## src/rtl/mem_stage.sv

```systemverilog
// Memory stage: drives the data-memory handshake for loads/stores, stalls upstream
// while an access is in flight and registers the result (or error) for writeback.
module mem_stage #(
    parameter int TIMEOUT = 63
) (
    input  logic        clk,
    input  logic        rst,
    input  logic        in_valid,
    input  logic        mem_read,
    input  logic        mem_write,
    input  logic        halt,
    input  logic [15:0] alu_result,
    input  logic [15:0] write_data,
    output logic        stall_out,
    output logic [15:0] m_addr,
    output logic [15:0] m_data_in,
    output logic        m_rd,
    output logic        m_wr,
    output logic        m_createdump,
    input  logic [15:0] m_data_out,
    input  logic        m_done,
    input  logic        m_stall,
    output logic        wb_valid,
    output logic [15:0] wb_data,
    output logic        wb_err,
    output logic        wb_halt
);

    typedef enum logic [1:0] {IDLE, ISSUE, WAIT, HALTED} state_t;

    // Counter value during the last permitted ISSUE/WAIT cycle.
    localparam logic [5:0] CNT_LAST = 6'(TIMEOUT - 1);

    state_t      state_q, state_d;
    logic [5:0]  cnt_q, cnt_d;
    logic [15:0] addr_q, addr_d;
    logic [15:0] data_q, data_d;
    logic        wr_q, wr_d;
    logic        wb_valid_q, wb_valid_d;
    logic [15:0] wb_data_q, wb_data_d;
    logic        wb_err_q, wb_err_d;
    logic        wb_halt_q, wb_halt_d;

    logic is_mem, bad_op, done, expired;

    always_comb begin
        state_d      = state_q;
        cnt_d        = cnt_q;
        addr_d       = addr_q;
        data_d       = data_q;
        wr_d         = wr_q;
        wb_valid_d   = 1'b0;
        wb_data_d    = wb_data_q;
        wb_err_d     = wb_err_q;
        wb_halt_d    = wb_halt_q;
        stall_out    = 1'b0;
        m_rd         = 1'b0;
        m_wr         = 1'b0;
        m_addr       = 16'h0000;
        m_data_in    = 16'h0000;
        m_createdump = 1'b0;
        done         = 1'b0;
        expired      = 1'b0;
        is_mem       = mem_read | mem_write;
        bad_op       = (mem_read & mem_write) | (is_mem & alu_result[0]);

        case (state_q)
            IDLE: begin
                cnt_d = 6'd0;
                if (in_valid) begin
                    if (halt) begin
                        m_createdump = 1'b1;
                        wb_valid_d   = 1'b1;
                        wb_halt_d    = 1'b1;
                        wb_err_d     = 1'b0;
                        wb_data_d    = alu_result;
                        state_d      = HALTED;
                    end else if (bad_op) begin
                        wb_valid_d = 1'b1;
                        wb_err_d   = 1'b1;
                        wb_halt_d  = 1'b0;
                        wb_data_d  = 16'h0000;
                    end else if (is_mem) begin
                        stall_out = 1'b1;
                        addr_d    = alu_result;
                        data_d    = write_data;
                        wr_d      = mem_write;
                        state_d   = ISSUE;
                    end else begin
                        wb_valid_d = 1'b1;
                        wb_err_d   = 1'b0;
                        wb_halt_d  = 1'b0;
                        wb_data_d  = alu_result;
                    end
                end
            end
            ISSUE, WAIT: begin
                m_addr    = addr_q;
                m_data_in = data_q;
                if (state_q == ISSUE) begin
                    m_wr = wr_q;
                    m_rd = ~wr_q;
                    done = ~m_stall & m_done;
                    if (!m_stall) state_d = WAIT;
                end else begin
                    done = m_done;
                end
                cnt_d     = cnt_q + 6'd1;
                expired   = (cnt_q == CNT_LAST);
                stall_out = ~(done | expired);
                // Completion beats a timeout landing in the same cycle.
                if (done) begin
                    wb_valid_d = 1'b1;
                    wb_err_d   = 1'b0;
                    wb_halt_d  = 1'b0;
                    wb_data_d  = wr_q ? addr_q : m_data_out;
                    state_d    = IDLE;
                end else if (expired) begin
                    wb_valid_d = 1'b1;
                    wb_err_d   = 1'b1;
                    wb_halt_d  = 1'b0;
                    wb_data_d  = 16'h0000;
                    state_d    = IDLE;
                end
            end
            HALTED: begin
                state_d = HALTED;
            end
            default: state_d = IDLE;
        endcase

        if (rst) begin
            stall_out    = 1'b0;
            m_createdump = 1'b0;
        end
    end

    always_ff @(posedge clk or posedge rst) begin
        if (rst) begin
            state_q    <= IDLE;
            cnt_q      <= 6'd0;
            addr_q     <= 16'h0000;
            data_q     <= 16'h0000;
            wr_q       <= 1'b0;
            wb_valid_q <= 1'b0;
            wb_data_q  <= 16'h0000;
            wb_err_q   <= 1'b0;
            wb_halt_q  <= 1'b0;
        end else begin
            state_q    <= state_d;
            cnt_q      <= cnt_d;
            addr_q     <= addr_d;
            data_q     <= data_d;
            wr_q       <= wr_d;
            wb_valid_q <= wb_valid_d;
            wb_data_q  <= wb_data_d;
            wb_err_q   <= wb_err_d;
            wb_halt_q  <= wb_halt_d;
        end
    end

    assign wb_valid = wb_valid_q;
    assign wb_data  = wb_data_q;
    assign wb_err   = wb_err_q;
    assign wb_halt  = wb_halt_q;

endmodule

```

## config.mk

```make
export PLATFORM = sky130hd
export DESIGN_NAME = mem_stage
export DESIGN_NICKNAME = d
export VERILOG_FILES = /design/src/rtl/mem_stage.sv
export SDC_FILE = /design/constraint.sdc
export NUM_CORES = 1
export LEC_CHECK = 0
export CORE_MARGIN = 3
export CORE_UTILIZATION = 41
export CTS_CLUSTER_SIZE = 40
export DETAILED_ROUTE_END_ITERATION = 8
export PLACE_DENSITY = 0.77
export SYNTH_ARGS = -nofsm -noshare
export SYNTH_HDL_FRONTEND = slang
export SYNTH_SLANG_ARGS = --single-unit
```

## constraint.sdc

```tcl
create_clock -name clk -period 2.05 [get_ports clk]
set_input_delay 0.41 -clock clk [delete_from_list [all_inputs] [get_ports clk]]
set_output_delay 0.41 -clock clk [all_outputs]
set_load 0.03 [all_outputs]
```

==> impl_metrics.yaml <==
finish:
  area_delta_synth_final_pct: 53.7
  stdcell_count: 502
  fin_area_um2: 4860
  utilization_pct: 65.9
  finalNetCount: 460
  drive_gt1_share_pct: 38.2
  diodes: 0
  fillCellCount: 587
global_routing:
  globalRouteTotalUtil_pct: 19.1
  grt_overflow: 0
  antenna_found_initial: 0
  grt_pass1_wl_mm: 13.0
  grt_max_degree: 40
  first_global_vias: 2676
timing:
  fmax_mhz: 457
  tns_ns: -1.15
  period_share_pct: 107
  setup_viol: 33
  hold_viol: 0
  rsz0062_at_grt: "true"
  worstMarginPinSlew_ns: 0.507
  worst_slack_ns: -0.137
  min_period_ns: 2.19
  maxSlewViolCount: 0
  skew_ns: 0.0100
  max_slew_margin_pct: 66.2
placed_design:
  dp.cells: 475
  place_area_um2: 4390
  gp_congestion: 0.785
  port-buffer-count: 110
  dp_hpwl_mm: 5.68
pwr:
  power.total_w: 0.00846
  irDropWorstVdd_uv: 932
  p_leak_nw: 2.23
  p_per_area_nw_per_um2: 1740
drt:
  finalWirelength_mm: 8.24
  dr_total_vias: 2546
  viasPerCell: 5.07
  detail_route.iter0.violations: 58
  route.detailed.drc: 0
  dr.pass1.iters: 4
  ant_nets: 0
  wl_per_cell_um: 16.4
yosys:
  synthCells: 259
  ys.flop_type: "dfrtp_1"
  netlist_top_cells_count: "60 x dfrtp_1, 41 x mux2_2, 35 x and2_1"
  yosys.area.top_type: "dfrtp_1"
  ys_seq_area_share_pct: 47.5
  synth_area_per_cell_um2: 12.2
  synth.most_common_cell: "dfrtp_1"
  synth_edf_count: 0
  synth_nets: 321
  yosysUniqueCellTypes: 39
  syn_area_um2: 3160
  synth-async-reset-ratio_pct: 100
  yosysWarnings: 0
  yosysTopAreaCellShare_pct: 47.5
  synth_area_leaders: "dfrtp_1 47%, mux2_2 15%, and2_1 6.9%"
  synth_seq_cells: 60
clock_network:
  cts_made_buffers: 9
  cts_buffer_depth: 2
  htree_levels: 3
  cts-root-buf: "clkbuf_8"
  cts_tree: "done"
  cts_hold_buf: 0
  clkLatencyLatePin_ns: 0.34
  cts.sinks: 60
  path_clk_slew_ns: 0.07
die:
  die_w_um: 93.8
  rows: 31
  floorplan.initialDensity_pct: 42.9
  io_pins: 111
  coreArea_um2: 7370
  die_h_um: 93.8
  die-area_um2: 8800
worst_setup_path:
  rr_worst_depth: 8
  cp_max_fo: 4
  path_class: "flip-flop to output pin"
  cp.arrival_ns: 1.78
  cp.required_ns: 1.64
  cp-start-kind: "flip-flop"
  end_kind: "output pin"
  reg2reg_to: "wb_data[3]$_DFFE_PP0P_"
  r2r_slack_ns: 0.10
  r2r_start: "state_q[0]$_DFFE_PP0P_"
worst_hold_path:
  hold_path_depth: 1
  min_to: "data_q[4]$_DFFE_PP0P_"
  min_path_type: "flip-flop to flip-flop"
  hp-start: "data_q[4]$_DFFE_PP0P_"
run:
  cap_violations: 0
run_status:
  status: "finished, violations left"
  failed_checks: "setup timing"
==> layout by cell type, fill, tap and decap left out, types with 2 or more instances in the layout <==
| master | count |
|---|---|
| a21oi_1 | 6 |
| and2_1 | 33 |
| and2_4 | 2 |
| buf_12 | 2 |
| buf_4 | 52 |
| buf_6 | 12 |
| bufinv_16 | 3 |
| clkbuf_8 | 9 |
| clkdlybuf4s50_1 | 71 |
| clkinv_4 | 2 |
| dfrtp_1 | 60 |
| dlymetal6s2s_1 | 2 |
| ha_1 | 3 |
| ha_4 | 2 |
| inv_1 | 3 |
| inv_2 | 3 |
| mux2_2 | 41 |
| mux2_4 | 10 |
| mux2i_1 | 17 |
| nand2_1 | 9 |
| nand2b_1 | 2 |
| nor2_1 | 6 |
| nor3_2 | 2 |
| o21ai_0 | 8 |
| o2bb2ai_1 | 15 |
==> state kept, by name, indices dropped and copies added (netlist names) <==
| signal | cells |
|---|---|
| wb_data | 16 |
| addr_q | 16 |
| data_q | 16 |
| wb_valid | 1 |
| state_q | 2 |
| wb_halt | 1 |
| wb_err | 1 |
| wr_q | 1 |
| cnt_q | 6 |
==> cell families after synthesis <==
kind of cell               after synthesis  share of synthesized area, %
AOI/OAI and AO/OA                       40                          9.89
xor gates and xnor gates                 2                         0.792
adders and majority gates                7                          2.69
buffers and inverters                   21                          3.48
DFF                                     60                          47.5
muxes                                   68                          24.7
and+or+nand+nor                         61                          10.9
==> area by class of cell <==
type / instances / area, um2 / share of cell area [%]
Tap cell: 99 / 124 / 2.55
Inverter: 7 / 28.8 / 0.592
Clock inverter: 7 / 124 / 2.55
Multi-Input combinational cell: 178 / 1610 / 33.2
Timing Repair Buffer: 142 / 1340 / 27.6
Sequential cell: 60 / 1500 / 30.9
Clock buffer: 9 / 124 / 2.55
==> worst max-delay path by stage <==
stage | start | end | slack (ns) | cells after the start
6_report | state_q[0]$_DFFE_PP0P_ | stall_out | -0.14 | 6
5_1_grt | state_q[0]$_DFFE_PP0P_ | stall_out | -0.21 | 6
4_1_cts | state_q[0]$_DFFE_PP0P_ | stall_out | -0.20 | 6
3_5_place_dp | mem_read | stall_out | -0.30 | 6
3_3_place_gp | mem_write | wb_data[2]$_DFFE_PP0P_ | -0.28 | 7
2_1_floorplan | state_q[0]$_DFFE_PP0P_ | wb_data[0]$_DFFE_PP0P_ | 0.02 | 7
==> timing repair <==
| action | CTS | global route |
|---|---|---|
| endpoints found under the setup margin | 35 | 50 |
| pin swaps | 3 | 6 |
| setup buffers | 7 | 3 |
| resized for setup | 31 | 8 |
| gates cloned | 1 | 0 |
==> stage by stage <==
stage	setup WS (ns)	hold WS (ns)
detailed placement	-0.301	0.486
finish	-0.137	0.497
global route	-0.213	0.510
floorplan	0.0219	0.468
CTS	-0.204	0.501
global placement	-0.283	0.479
==> power breakdown <==
group	total (W)	internal [W]	switching (W)	leakage [nW]
registers	0.00193	0.00166	0.000266	0.772
clock network	0.00133	0.000816	0.000514	0.120
logic	0.00520	0.00256	0.00265	1.34
total	0.00846	0.00504	0.00343	2.23
==> worst max-delay path, cell delays in order, from the launching register on <==
cell	delay, ns
dfrtp_1	0.40
buf_6	0.12
ha_4	0.14
a21boi_2	0.07
a211o_1	0.33
a211oi_4	0.22
buf_6	0.16
==> layer usage <==
layer / GRT usage (%) / vias to the layer above / routed length, um
met1: 24.7 / 1247 / 3590
met5: 0 / - / 0
li1: - / 1203 / -
met3: 5.29 / 8 / 604
met4: 6.50 / 0 / 75
met2: 30.6 / 88 / 3960
Note: power is estimated with default switching activity, not from simulation.
